$ cat config.mk
export PLATFORM = sky130hd
export DESIGN_NAME = pc_sequencer_flat
export DESIGN_NICKNAME = d
export VERILOG_FILES = /design/src/rtl/cpu_pkg.sv /design/src/rtl/pc_sequencer_if.sv /design/src/rtl/pc_target_calc.sv /design/src/rtl/pc_sequencer.sv /design/src/flat_wrapper.sv
export SDC_FILE = /design/constraint.sdc
export NUM_CORES = 1
export LEC_CHECK = 0
export ABC_AREA = 1
export BUFFER_PORTS_ARGS = -buffer_cell sky130_fd_sc_hd__buf_2
export CAP_MARGIN = 25
export CORE_MARGIN = 2
export CORE_UTILIZATION = 59
export CTS_CLUSTER_SIZE = 28
export DETAILED_ROUTE_END_ITERATION = 6
export PLACE_DENSITY_LB_ADDON = 0.12
export SKIP_CTS_REPAIR_TIMING = 1
export SLEW_MARGIN = 20
export SYNTH_ARGS = -nofsm -noshare
export SYNTH_HDL_FRONTEND = slang
export SYNTH_HIERARCHICAL = 1
export SYNTH_SLANG_ARGS = --single-unit
export TNS_END_PERCENT = 10
$ cat constraint.sdc
create_clock -name clk -period 6.4 [get_ports clk]
set_input_delay 0.32 -clock clk [delete_from_list [all_inputs] [get_ports clk]]
set_output_delay 0.32 -clock clk [all_outputs]
set_load 0.02 [all_outputs]
$ cat src/rtl/cpu_pkg.sv
// Shared CPU definitions: default address width, reset vector and sequencer FSM states.
package cpu_pkg;

  localparam int unsigned ADDR_W = 16;
  localparam logic [ADDR_W-1:0] RESET_VECTOR = 16'h0000;

  typedef enum logic [1:0] {
    BOOT,
    FETCH,
    EXEC
  } state_e;

endpackage

$ cat src/rtl/pc_sequencer_if.sv
// Fetch/execute control bundle between the decode/memory side and the PC sequencer.
interface pc_sequencer_if #(
  parameter int unsigned ADDR_W = cpu_pkg::ADDR_W
);

  logic              Dcondn;
  logic              is_branch;
  logic              is_jump;
  logic [8:0]        IR8_0;
  logic [ADDR_W-1:0] jump_target;
  logic              stall;
  logic              imem_ack;
  logic              imem_req;
  logic [ADDR_W-1:0] imem_addr;
  logic              instr_valid;
  logic [ADDR_W-1:0] PC;
  logic              branch_taken;
  logic [15:0]       taken_count;

  modport master (
    output Dcondn, is_branch, is_jump, IR8_0, jump_target, stall, imem_ack,
    input  imem_req, imem_addr, instr_valid, PC, branch_taken, taken_count
  );

  modport slave (
    input  Dcondn, is_branch, is_jump, IR8_0, jump_target, stall, imem_ack,
    output imem_req, imem_addr, instr_valid, PC, branch_taken, taken_count
  );

endinterface

$ cat src/rtl/pc_target_calc.sv
// Combinational next-PC selection: absolute jump, taken PC-relative branch, or sequential.
module pc_target_calc #(
  parameter int unsigned ADDR_W = cpu_pkg::ADDR_W
) (
  input  logic [ADDR_W-1:0] pc_i,
  input  logic              is_jump_i,
  input  logic              is_branch_i,
  input  logic              dcondn_i,
  input  logic [8:0]        offset_i,
  input  logic [ADDR_W-1:0] jump_target_i,
  output logic [ADDR_W-1:0] next_pc_o,
  output logic              taken_o
);

  logic [ADDR_W-1:0] pc_inc;
  logic [ADDR_W-1:0] offset_sext;

  assign pc_inc      = pc_i + ADDR_W'(1);
  assign offset_sext = {{(ADDR_W - 9){offset_i[8]}}, offset_i};

  // Jump outranks branch; arithmetic wraps naturally at ADDR_W bits.
  always_comb begin
    next_pc_o = pc_inc;
    taken_o   = 1'b0;
    if (is_jump_i) begin
      next_pc_o = jump_target_i;
      taken_o   = 1'b1;
    end else if (is_branch_i && dcondn_i) begin
      next_pc_o = pc_inc + offset_sext;
      taken_o   = 1'b1;
    end
  end

endmodule

$ cat src/rtl/pc_sequencer.sv
// Program counter sequencer: BOOT -> FETCH -> EXEC loop with stall, branch/jump and taken counter.
module pc_sequencer
  import cpu_pkg::state_e;
  import cpu_pkg::BOOT;
  import cpu_pkg::FETCH;
  import cpu_pkg::EXEC;
#(
  parameter int unsigned       ADDR_W       = cpu_pkg::ADDR_W,
  parameter logic [ADDR_W-1:0] RESET_VECTOR = cpu_pkg::RESET_VECTOR
) (
  input logic            clk,
  input logic            rst_n,
  pc_sequencer_if.slave  bus
);

  state_e            state_q, state_d;
  logic [ADDR_W-1:0] pc_q, pc_d;
  logic              taken_q, taken_d;
  logic [15:0]       count_q, count_d;

  logic [ADDR_W-1:0] next_pc;
  logic              target_taken;

  pc_target_calc #(
    .ADDR_W (ADDR_W)
  ) u_target (
    .pc_i          (pc_q),
    .is_jump_i     (bus.is_jump),
    .is_branch_i   (bus.is_branch),
    .dcondn_i      (bus.Dcondn),
    .offset_i      (bus.IR8_0),
    .jump_target_i (bus.jump_target),
    .next_pc_o     (next_pc),
    .taken_o       (target_taken)
  );

  always_comb begin
    state_d         = state_q;
    pc_d            = pc_q;
    taken_d         = 1'b0;
    count_d         = count_q;
    bus.imem_req    = 1'b0;
    bus.instr_valid = 1'b0;
    unique case (state_q)
      BOOT: begin
        state_d = FETCH;
      end
      FETCH: begin
        bus.imem_req = 1'b1;
        if (bus.imem_ack) begin
          state_d = EXEC;
        end
      end
      EXEC: begin
        bus.instr_valid = 1'b1;
        // Control inputs only matter on the cycle the instruction retires.
        if (!bus.stall) begin
          state_d = FETCH;
          pc_d    = next_pc;
          if (target_taken) begin
            taken_d = 1'b1;
            if (count_q != 16'hFFFF) begin
              count_d = count_q + 16'd1;
            end
          end
        end
      end
      default: begin
        state_d = BOOT;
      end
    endcase
  end

  always_ff @(posedge clk or negedge rst_n) begin
    if (!rst_n) begin
      state_q <= BOOT;
      pc_q    <= RESET_VECTOR;
      taken_q <= 1'b0;
      count_q <= 16'h0000;
    end else begin
      state_q <= state_d;
      pc_q    <= pc_d;
      taken_q <= taken_d;
      count_q <= count_d;
    end
  end

  assign bus.PC           = pc_q;
  assign bus.imem_addr    = pc_q;
  assign bus.branch_taken = taken_q;
  assign bus.taken_count  = count_q;

endmodule

$ cat src/flat_wrapper.sv
// flat-port wrapper written by rule: the top's interface ports become plain ports
module pc_sequencer_flat import cpu_pkg::state_e; import cpu_pkg::BOOT; import cpu_pkg::FETCH; import cpu_pkg::EXEC;
#(
  parameter int unsigned       ADDR_W       = cpu_pkg::ADDR_W,
  parameter logic [ADDR_W-1:0] RESET_VECTOR = cpu_pkg::RESET_VECTOR
)
  (clk, rst_n, bus_Dcondn, bus_is_branch, bus_is_jump, bus_IR8_0, bus_jump_target, bus_stall, bus_imem_ack, bus_imem_req, bus_imem_addr, bus_instr_valid, bus_PC, bus_branch_taken, bus_taken_count);
  pc_sequencer_if #(.ADDR_W(ADDR_W)) bus_i ();
  input logic clk;
  input logic rst_n;
  input wire logic [$bits(bus_i.Dcondn)-1:0] bus_Dcondn;
  input wire logic [$bits(bus_i.is_branch)-1:0] bus_is_branch;
  input wire logic [$bits(bus_i.is_jump)-1:0] bus_is_jump;
  input wire logic [$bits(bus_i.IR8_0)-1:0] bus_IR8_0;
  input wire logic [$bits(bus_i.jump_target)-1:0] bus_jump_target;
  input wire logic [$bits(bus_i.stall)-1:0] bus_stall;
  input wire logic [$bits(bus_i.imem_ack)-1:0] bus_imem_ack;
  output wire logic [$bits(bus_i.imem_req)-1:0] bus_imem_req;
  output wire logic [$bits(bus_i.imem_addr)-1:0] bus_imem_addr;
  output wire logic [$bits(bus_i.instr_valid)-1:0] bus_instr_valid;
  output wire logic [$bits(bus_i.PC)-1:0] bus_PC;
  output wire logic [$bits(bus_i.branch_taken)-1:0] bus_branch_taken;
  output wire logic [$bits(bus_i.taken_count)-1:0] bus_taken_count;
  assign bus_i.Dcondn = bus_Dcondn;
  assign bus_i.is_branch = bus_is_branch;
  assign bus_i.is_jump = bus_is_jump;
  assign bus_i.IR8_0 = bus_IR8_0;
  assign bus_i.jump_target = bus_jump_target;
  assign bus_i.stall = bus_stall;
  assign bus_i.imem_ack = bus_imem_ack;
  assign bus_imem_req = bus_i.imem_req;
  assign bus_imem_addr = bus_i.imem_addr;
  assign bus_instr_valid = bus_i.instr_valid;
  assign bus_PC = bus_i.PC;
  assign bus_branch_taken = bus_i.branch_taken;
  assign bus_taken_count = bus_i.taken_count;
  pc_sequencer #(.ADDR_W(ADDR_W), .RESET_VECTOR(RESET_VECTOR)) u_core (.clk(clk), .rst_n(rst_n), .bus(bus_i));
endmodule
=== Word-level counts from Yosys, hierarchy flattened ===
Index checks and enable logic that the tools add are counted.

* Bits in registers: 35
* Bits of input ports: 32
* Output and inout bits: 51
* Logic and storage cells: 30

* $add $sub $neg: 3
* Eq/ne operators: 5
* Mux-type cells: 12
* Bitwise operators: 1
* Reductions and logical operators: 5

{| class="wikitable"
|+ Operator list
! kind !! count
|-
| adder 16 x 1 -> 16 bit (second input constant) || 2
|-
| two-way mux 16 bit || 2
|-
| adder 16 bit || 1
|-
| != test 16 bit (second input constant) || 1
|-
| two-way mux 1 bit || 7
|-
| one-hot mux 2 bit (3 select lines) || 1
|-
| two-way mux 2 bit || 2
|-
| != test 2 bit (second input constant) || 2
|-
| AND reduction 2 bit || 2
|-
| AND reduction 4 bit || 1
|-
| == test 2 x 1 -> 1 bit (second input constant) || 1
|-
| == test 2 bit (second input constant) || 1
|-
| logical NOT 2 bit || 1
|-
| logical AND 1 bit || 1
|-
| inverter 1 bit || 1
|}

=== Logic depth before layout (Yosys ltp) ===
Gate-level depths: netlist of the first run.

* Depth after elaboration: 6
* Gate-level depth with buffers: 21
* Depth with buffers taken out: 21

=== By module ===
Netlist of the first run, hierarchy kept.

{| class="wikitable"
|+ Modules (own cells, without submodules)
! module !! times used !! cells an instance !! area an instance (µm²) !! sequential area each (µm²)
|-
| pc_sequencer || 1 || 203 || 1850.5 || 875.8
|-
| pc_target_calc || 1 || 309 || 1627.8 || 0.0
|}

=== Least setup slack after synthesis of the first run ===
OpenSTA, ideal clock, no wires.

* Path type: reg2reg
* From: register u_core.pc_q[0], in the netlist u_core/bus.PC[0]
* To: register u_core.pc_q[15], in the netlist u_core/bus.PC[15]
* Setup time: 125 ps
* Arrival time: 2588 ps
* Data required time: 6275 ps
* Slack: 3688 ps
* Cell stages (with the launch flop): 20
* Path buffers: 0
* Clock period less this slack: 2712 ps
* Cell sequence: dfrtp_1 ha_1 nand2_1 inv_1 nand2_2 nor2_2 nand3_1 xor2_1 inv_1 ha_1 nand2_1 inv_1 nand2_1 nor3_1 nand2_1 nand2_1 nand3_2 nand3_2 a21oi_2 mux2_2

* Cells in the longest elaborated chain, start to end: 4

{| class="wikitable"
|+ RTL lines
! what !! RTL line !! source
|-
| from (decl) || pc_sequencer.sv:17 || <nowiki>logic [ADDR_W-1:0] pc_q, pc_d;</nowiki>
|-
| from (signal assigned) || pc_sequencer.sv:82 || <nowiki>pc_q <= pc_d;</nowiki>
|-
| adder 16 x 1 -> 16 bit (*) || pc_target_calc.sv:18 || <nowiki>assign pc_inc = pc_i + ADDR_W'(1);</nowiki>
|-
| adder 16 bit || pc_target_calc.sv:29 || <nowiki>next_pc_o = pc_inc + offset_sext;</nowiki>
|-
| two-way mux 16 bit (*) || pc_target_calc.sv:28 || <nowiki>end else if (is_branch_i && dcondn_i) begin</nowiki>
|-
| two-way mux 16 bit (*) || pc_target_calc.sv:25 || <nowiki>if (is_jump_i) begin</nowiki>
|-
| named net u_core.next_pc[15] || pc_sequencer.sv:21 || <nowiki>logic [ADDR_W-1:0] next_pc;</nowiki>
|}

The timed path passes the listed nets; every way through them passes the cells marked *.
A chain may end at the register's enable or synchronous reset.

=== Worst setup path in the final report of the first run ===
* From: register u_core.pc_q[0], in the netlist u_core/bus.PC[0]
* To: register u_core.pc_q[9], in the netlist u_core/bus.PC[9]

Same word-level chain as after synthesis.

==> impl_metrics.ini, run 1 <==
[detailed_routing]
wl_per_cell_microns = 13.2
drtPass1Iterations = 5
drc = 0
drt-total-wl_mm = 8.57
ant_nets = 0
vias_per_cell = 5.28
dr.first_iter.drc_count = 176
vias = 3435

[sta]
relSlewSlack = 0.488
final_hold_viol_count = 0
clock_skew_ps = 11.0
grt_setup_unrepaired = false
drv_slew = 0
fin_crit_sh = 0.479
holdWs_ps = 92.1
fmax_ghz = 0.326
setup_violations = 0
setup_tns_ps = 0
layout_min_cycle_time_ps = 3070
tightest_slew_ps = 768

[pwr]
switching_power_uw = 848
intPower_uw = 817
leakage_nw = 2.20
sw_frac_of_total = 0.509
seqPwrFrac = 0.240
clkPwrFrac = 0.147
ir_drop_mv = 0.339
power_density_mw_per_mm2 = 423
p_comb_frac = 0.614

[global_route]
grt_overflow = 0
antenna_found_initial = 0
grt_max_degree = 36
grt_pass1_wl_mm = 14.1
grt_pass1_vias = 3158
track_usage = 0.278

[logic_synthesis]
syn_inst = 512
netlist_area_sq_mm = 0.00348
synth_top_cell_area_share = 0.252
synth_common_cells = 159 x nand2_1, 61 x inv_1, 44 x nor2_1
ys_types = 38
yosys_warnings = 6
syn_avg_cell_area_sq_um = 6.79
ys_seq_area_frac = 0.252
netlist_top_cells_area = dfrtp_1 25%, nand2_1 17%, ha_1 7.6%, inv_1 6.6%, mux2_2 4.9%
syn-num-nets = 566
yosysTopAreaCell = dfrtp_1
yosysMostFrequentCell = nand2_1
synth_seq_cells = 35
ys.flop_type = dfrtp_1
synth-async-reset-ratio = 1.00
synth_enable_flop_cells = 0

[setup_path]
max_stage_delay_ps = 430
critPathKind = flop to flop
reg2reg_depth = 17
crit_buf_inv = 3
critPathTopFamily = simple AND/OR/NAND/NOR gates
cp-end-kind = flop
crit_required_ps = 6580
r2r_setup_slack_ps = 3330
worst_setup_path_start_kind = flop
timing.rr.start = u_core/bus.PC[0]
crit_arrival_ps = 3250
worst_r2r_endpoint = u_core/bus.PC[9]
slowest_stage = dfrtp_1
cp_max_fo = 7
cp.depth = 17
worstPathCellList = ha_1 > nand2_1 > inv_1 > nand2_2 > nor2_2 > or2_1 > o21ai_0 > inv_1 > ha_1 > nand2_1 > nor2_1 > inv_1 > o21ai_0 > nor2_1 > o21ai_1 > nand2_1 > mux2_2

[clock_tree]
cts_buffers = 5
clock_path_buffers = 2
clock_latency_ps = 300
clk_pin_slew_ps = 80
cts_htree_levels = 2
cts_tree = yes
root_buffer = clkbuf_8
cts_sinks = 35

[floorplan]
start_util = 0.620
die_w_microns = 80.8
core-area_sq_mm = 0.00561
num_io_pins = 83
die_area_sq_mm = 0.00653
rows = 27
fp.dieH_microns = 80.8

[final_layout]
drive_above_1_share = 0.237
insertedDiodeCount = 0
final_nets = 631
final_cells = 650
nFillCells = 526
syn2layout_area_growth_pct = 13.1

[placed_design]
dp_hpwl_mm = 6.69
place_congestion = 0.911
placed_cells = 642
port_buffers = 82

[run]
maxCapViolations = 0

[run_status]
status = finished, final reports clean

[min_path]
worstHoldPathType = primary input to asynchronous set/reset pin
-- stage by stage --
step	util	instance area (sq um)	total power [mW]	setup WS, ps
after floorplan	-	3480	1.20	3690
after global placement	0.677	3800	1.40	3500
after detailed placement	0.677	3800	1.41	3430
after CTS	0.701	3930	1.66	3380
after global routing	0.701	3930	1.80	3120
final	0.701	3930	1.66	3330
-- cells in the final DEF, fill, tap and decap left out, drive strengths merged --
cell,count
o31ai,1
o21ai,27
clkinv,2
dfrtp,35
inv,65
a21oi,15
fa,1
nand2,172
nand3,35
nand4,5
a21o,2
nand3b,5
clkbuf,5
xor2,19
or2,2
o311ai,1
ha,21
bufinv,2
nor3,2
nor2,54
xnor2,4
o211ai,1
buf,82
mux2,16
clkinvlp,1
and2,1
o21bai,2
-- flip-flops by register name (all words and copies together), names as in the netlist --
name,count
u_core/bus.PC,16
u_core/bus.branch_taken,1
u_core/bus.taken_count,16
u_core/state_q,2
-- power by group through the flow --
| stage | registers [mW] | clock network, mW | logic (mW) |
|---|---|---|---|
| 3_3_place_gp | 0.398 | 0 | 0.997 |
| 4_1_cts | 0.398 | 0.247 | 1.02 |
| 2_1_floorplan | 0.460 | 0 | 0.741 |
| 5_1_grt | 0.416 | 0.254 | 1.13 |
| 3_5_place_dp | 0.401 | 0 | 1.01 |
| 6_report | 0.399 | 0.244 | 1.02 |
-- worst reg2reg max path, stage by stage, from the launching register on --
cell,delay [ps]
dfrtp_1,430
ha_1,230
nand2_1,100
inv_1,80
nand2_2,100
nor2_2,40
or2_1,190
o21ai_0,110
inv_1,70
ha_1,360
nand2_1,90
nor2_1,170
inv_1,50
o21ai_0,340
nor2_1,90
o21ai_1,160
nand2_1,70
mux2_2,270
-- how the worst max path moves through the flow --
stage,to,startpoint
4_1_cts,u_core/bus.PC[9],u_core/bus.PC[0]
3_5_place_dp,u_core/bus.PC[9],u_core/bus.PC[0]
3_3_place_gp,u_core/bus.PC[9],u_core/bus.PC[0]
2_1_floorplan,u_core/bus.PC[15],u_core/bus.PC[0]
5_1_grt,u_core/bus.PC[9],u_core/bus.PC[0]
6_report,u_core/bus.PC[9],u_core/bus.PC[0]
-- final cells by class --
| class | instances | area [sq um] | area share |
|---|---|---|---|
| Clock inverter | 3 | 67.6 | 0.0172 |
| Clock buffer | 5 | 68.8 | 0.0175 |
| Tap cell | 72 | 90.1 | 0.0229 |
| Timing Repair Buffer | 82 | 410 | 0.104 |
| Inverter | 67 | 251 | 0.0640 |
| Sequential cell | 35 | 876 | 0.223 |
| Multi-Input combinational cell | 386 | 2170 | 0.551 |
-- logic make-up after synthesis --
kind of cell / count (synthesis) / share of synthesized area
adder cells (fa/ha/maj): 22 / 0.0813
AO/OA/AOI/OAI: 49 / 0.0791
buffers and inverters: 91 / 0.125
XOR/XNOR: 23 / 0.0579
multiplexers: 16 / 0.0518
flip-flops: 35 / 0.252
AND/OR/NAND/NOR: 276 / 0.353
-- metal layers --
metal	GRT usage	wire length [microns]
met5	0	0
met4	0.0678	125
met3	0.0456	595
met2	0.473	3980
met1	0.370	3870
(Power assumes the default switching activity.)
==> inputs of run 2 (changes only) <==
--- a/config.mk
+++ b/config.mk
@@ -9,7 +9,7 @@
 export BUFFER_PORTS_ARGS = -buffer_cell sky130_fd_sc_hd__buf_2
 export CAP_MARGIN = 25
 export CORE_MARGIN = 2
-export CORE_UTILIZATION = 59
+export CORE_UTILIZATION = 55
 export CTS_CLUSTER_SIZE = 28
 export DETAILED_ROUTE_END_ITERATION = 6
 export PLACE_DENSITY_LB_ADDON = 0.12
==> constraint.sdc (replaced) <==
create_clock -name clk -period 2.9 [get_ports clk]
set_input_delay 0.145 -clock clk [delete_from_list [all_inputs] [get_ports clk]]
set_output_delay 0.145 -clock clk [all_outputs]
set_load 0.02 [all_outputs]
==> impl_metrics.ini, run 2 (synthesized netlist as in run 1, its figures left out) <==
[run_status]
status = complete, but fails checks
violations = negative hold slack

[detailed_routing]
vias_per_cell = 5.22
drc = 0
dr.first_iter.drc_count = 231
vias = 3438
wl_per_cell_microns = 13.2
drtPass1Iterations = 5
ant_nets = 0
drt-total-wl_mm = 8.68

[clock_tree]
cts_tree = yes
cts_buffers = 5
clk_pin_slew_ps = 70
root_buffer = clkbuf_8
clock_path_buffers = 2
cts_sinks = 35
cts_htree_levels = 2
clock_latency_ps = 290

[pwr]
leakage_nw = 2.22
power_density_mw_per_mm2 = 928
power_mw = 3.77
ir_drop_mv = 0.768

[setup_path]
crit_end = u_core/bus.PC[10]
cp-end-kind = flop
crit_arrival_ps = 3010
critPathKind = flop to flop
reg2reg_depth = 17
cpMostUsedCell = nand2_1
worst_r2r_endpoint = u_core/bus.PC[10]
worstPathCellList = ha_2 > nand2_2 > inv_2 > nand2_2 > nor2_2 > or2_1 > o21ai_1 > inv_1 > ha_4 > nand2_1 > nor2_1 > a21oi_2 > xor2_1 > nand2_1 > nand2_1 > nand2_1 > mux2_2
r2r_setup_slack_ps = 70
crit_required_ps = 3080
slowest_stage = dfrtp_2
crit_buf_inv = 2
timing.rr.start = u_core/bus.PC[1]
worst_setup_path_start_kind = flop
startpoint = u_core/bus.PC[1]
critPathTopFamily = simple AND/OR/NAND/NOR gates
cp_max_fo = 5
cp.depth = 17
max_stage_delay_ps = 430

[final_layout]
syn2layout_area_growth_pct = 16.9
final_cell_mix = 157 x nand2_1, 82 x buf_2, 58 x inv_1
final_common_cell = nand2_1
utilization = 0.675
multi_input_comb_area_sq_mm = 0.00228
fin_area_sq_mm = 0.00407
nFillCells = 527
drive_above_1_share = 0.285
insertedDiodeCount = 0
seqCellArea_sq_um = 880
final_nets = 636

[run]
maxCapViolations = 0

[sta]
relSlewSlack = 0.471
final_hold_viol_count = 35
fmax_ghz = 0.353
tightest_slew_ps = 793
grt_setup_unrepaired = true
layout_min_cycle_time_ps = 2830
clock_skew_ps = 2.87
drv_slew = 0
setup_violations = 0
holdWs_ps = -61.6
fin_crit_sh = 0.976
setup_tns_ps = 0

[placed_design]
port_buffers = 82
dp_hpwl_mm = 6.65
place_area_sq_mm = 0.00382
place_congestion = 0.963

[global_route]
track_usage = 0.240
antenna_found_initial = 0
globalRouteMet1Util = 0.335
grt_max_degree = 36
met2_usage = 0.398
met3_usage = 0.0425
grt_pass1_vias = 3027
busiest_layer = met2
grt_overflow = 0
grt_pass1_wl_mm = 13.8

[floorplan]
start_util = 0.577
fp.dieH_microns = 83.5
die_area_sq_mm = 0.00698
core-area_sq_mm = 0.00603
rows = 28
die_w_microns = 83.5
num_io_pins = 83

[min_path]
worstHoldPathType = primary input to asynchronous set/reset pin
## run 2: cell count changes in the layout (fill, tap and decap cells not counted), moves of 3 or more
cell / previous run / this run
dfrtp_2: 0 / 3
a21oi_2: 1 / 4
dfrtp_1: 35 / 32
a21oi_1: 14 / 11
xor2_1: 19 / 15
inv_2: 4 / 7
ha_1: 21 / 16
ha_4: 0 / 3
buf_4: 0 / 5
inv_1: 61 / 58
xor2_2: 0 / 4
## run 2: power breakdown
part           switching [mW]  total, mW  internal [mW]
sequential              0.214      0.862          0.648
combinational            1.53       2.45          0.910
clock                   0.187      0.465          0.278
## run 2: through the flow
step / setup slack (ps) / hold WS, ps / cells
after detailed placement: 3.79 / 287 / 648
after global routing: -87.5 / 8.81 / 658
after floorplan: 188 / -151 / 512
final: 70.7 / -61.6 / 658
after CTS: -16.1 / -26.6 / 656
after global placement: 33.9 / 274 / 648
## run 2: how the worst min path moves through the flow
stage / end / slack, ps / cells past startpoint
floorplan: u_core/bus.PC[0] / -150 / 0
global placement: u_core/bus.PC[12] / 270 / 1
detailed placement: u_core/bus.PC[13] / 290 / 1
CTS: u_core/bus.PC[15] / -30 / 1
global route: u_core/bus.PC[13] / 9 / 1
finish: u_core/bus.PC[13] / -60 / 1
## run 2: cell type report
| class | count | share of cell area |
|---|---|---|
| multi-input cells | 386 | 0.560 |
| flip-flops and latches | 35 | 0.216 |
| repair buffers | 87 | 0.110 |
| inverters | 67 | 0.0618 |
| well taps | 75 | 0.0231 |
| clock buffers | 6 | 0.0203 |
| clock inverters | 2 | 0.00862 |
## run 2: worst register-to-register path: cells and delay by family, from the launching register on
kind | cells | cell delay (ps)
adders and majority gates | 2 | 480
buffers and inverters | 2 | 160
xor gates and xnor gates | 1 | 190
and+or+nand+nor | 9 | 1000
DFF | 1 | 430
muxes | 1 | 250
AOI/OAI and AO/OA | 2 | 220
## run 2: layer usage
| layer | share of wire | wire length, microns |
|---|---|---|
| met2 | 0.46 | 3990 |
| met5 | 0 | 0 |
| met3 | 0.061 | 530 |
| met4 | 0.012 | 105 |
| met1 | 0.47 | 4060 |
==> inputs of run 3 (changes only) <==
--- a/config.mk
+++ b/config.mk
@@ -9,7 +9,7 @@
 export BUFFER_PORTS_ARGS = -buffer_cell sky130_fd_sc_hd__buf_2
 export CAP_MARGIN = 25
 export CORE_MARGIN = 2
-export CORE_UTILIZATION = 55
+export CORE_UTILIZATION = 25
 export CTS_CLUSTER_SIZE = 28
 export DETAILED_ROUTE_END_ITERATION = 6
 export PLACE_DENSITY_LB_ADDON = 0.12
==> impl_metrics.ini, run 3 (synthesized netlist as in run 1, its figures left out) <==
[pwr]
power_mw = 3.85
ir_drop_mv = 0.266
leakage_nw = 2.28
power_density_mw_per_mm2 = 906

[global_route]
track_usage = 0.138
grt_pass1_wl_mm = 15.9
grt_pass1_vias = 3245
antenna_found_initial = 0
grt_overflow = 0
grt_max_degree = 36

[floorplan]
num_io_pins = 83
rows = 43
die_w_microns = 122
start_util = 0.254
fp.dieH_microns = 122
die_area_sq_mm = 0.0149
core-area_sq_mm = 0.0137

[setup_path]
critPathTopFamily = simple AND/OR/NAND/NOR gates
cp-end-kind = flop
max_stage_delay_ps = 380
r2r_setup_slack_ps = 170
worst_setup_path_start_kind = flop
worst_r2r_endpoint = u_core/bus.PC[15]
critPathKind = flop to flop
cpMostUsedCell = nand2_1
crit_buf_inv = 3
crit_arrival_ps = 2890
slowest_stage = dfrtp_1
cp_max_fo = 4
reg2reg_depth = 19
timing.rr.start = u_core/bus.PC[0]
crit_required_ps = 3050
worstPathCellList = ha_1 > nand2_1 > inv_1 > nand2_2 > nor2_2 > or2_1 > o21ai_1 > inv_1 > ha_4 > nand2_1 > inv_1 > nand2_1 > nor3_2 > nand2_1 > nand2_1 > nand3_2 > nand3_2 > a21oi_2 > mux2_2

[final_layout]
fin_area_sq_mm = 0.00425
final_cell_mix = 158 x nand2_1, 82 x buf_2, 61 x inv_1
final_common_cell = nand2_1
final_nets = 644
multi_input_comb_area_sq_mm = 0.00225
utilization = 0.310
seqCellArea_sq_um = 878
drive_above_1_share = 0.281
syn2layout_area_growth_pct = 22.3
nFillCells = 1517
insertedDiodeCount = 0
final_cells = 770

[sta]
clock_skew_ps = 6.11
fin_crit_sh = 0.941
holdWs_ps = -32.4
setup_violations = 0
grt_setup_unrepaired = true
setup_tns_ps = 0
relSlewSlack = 0.442
drv_slew = 0
final.setup.worst_slack_ps = 170
final_hold_viol_count = 35
fmax_ghz = 0.366
tightest_slew_ps = 837
layout_min_cycle_time_ps = 2730

[run_status]
status = complete, but fails checks
violations = negative hold slack

[clock_tree]
clk_pin_slew_ps = 60
cts_sinks = 35
cts_htree_levels = 2
cts_buffers = 5
cts_tree = yes
root_buffer = clkbuf_16
clock_path_buffers = 2
clock_latency_ps = 280

[detailed_routing]
dr.first_iter.drc_count = 122
vias = 3311
wl_per_cell_microns = 13.0
vias_per_cell = 4.30
ant_nets = 0
drt-total-wl_mm = 9.99
drc = 0
drtPass1Iterations = 4

[placed_design]
port_buffers = 82
placed_cells = 763
dp_hpwl_mm = 8.14
place_congestion = 0.857
place_area_sq_mm = 0.00403
dp_slack_ps = -33.5

[min_path]
worstHoldPathType = primary input to asynchronous set/reset pin

[run]
maxCapViolations = 0
run 3: cell types whose count changed in the layout (fill, tap and decap cells not counted), sizes merged:
cell and change:
bufinv -1, buf +8
run 3: worst max path at each step:
stage,start,to,slack [ps],cells past startpoint
after floorplan,u_core/bus.PC[0],u_core/bus.PC[15],190,19
after global placement,u_core/bus.PC[0],u_core/bus.PC[9],-0.8,17
after detailed placement,u_core/bus.PC[0],u_core/bus.PC[9],-30,17
after CTS,u_core/bus.PC[0],u_core/bus.PC[9],-40,17
after global routing,u_core/bus.PC[1],u_core/bus.PC[11],-60,18
final,u_core/bus.PC[0],u_core/bus.PC[15],170,19
run 3: worst reg2reg max path: cells and delay by family (launching register included):
family	cells	cell delay (ps)
AO/OA/AOI/OAI	2	160
flip-flops	1	380
multiplexers	1	250
AND/OR/NAND/NOR	11	1020
adder cells (fa/ha/maj)	2	520
buffers and inverters	3	280
run 3: layout make-up:
cell class                      count  share of cell area
Clock inverter                      1             0.00118
Tap cell                          180              0.0529
Sequential cell                    35               0.206
Inverter                           67              0.0591
Multi-Input combinational cell    386               0.528
Clock buffer                        6              0.0326
Timing Repair Buffer               95               0.119
run 3: routing by layer:
| metal | global-route usage | up-vias | wire length (microns) | part of all wire |
|---|---|---|---|---|
| met2 | 0.248 | 61 | 5040 | 0.50 |
| met3 | 0.0173 | 6 | 324 | 0.032 |
| li1 | - | 1749 | - | - |
| met4 | 0.0359 | 0 | 90 | 0.0090 |
| met1 | 0.173 | 1495 | 4530 | 0.45 |
| met5 | 0 | - | 0 | 0 |
run 3: report_power, final:
part | internal, mW | switching (mW) | total [mW] | leakage [nW]
Combinational | 0.927 | 1.56 | 2.48 | 1.76
Sequential | 0.648 | 0.194 | 0.841 | 0.449
Clock | 0.335 | 0.193 | 0.528 | 0.0727
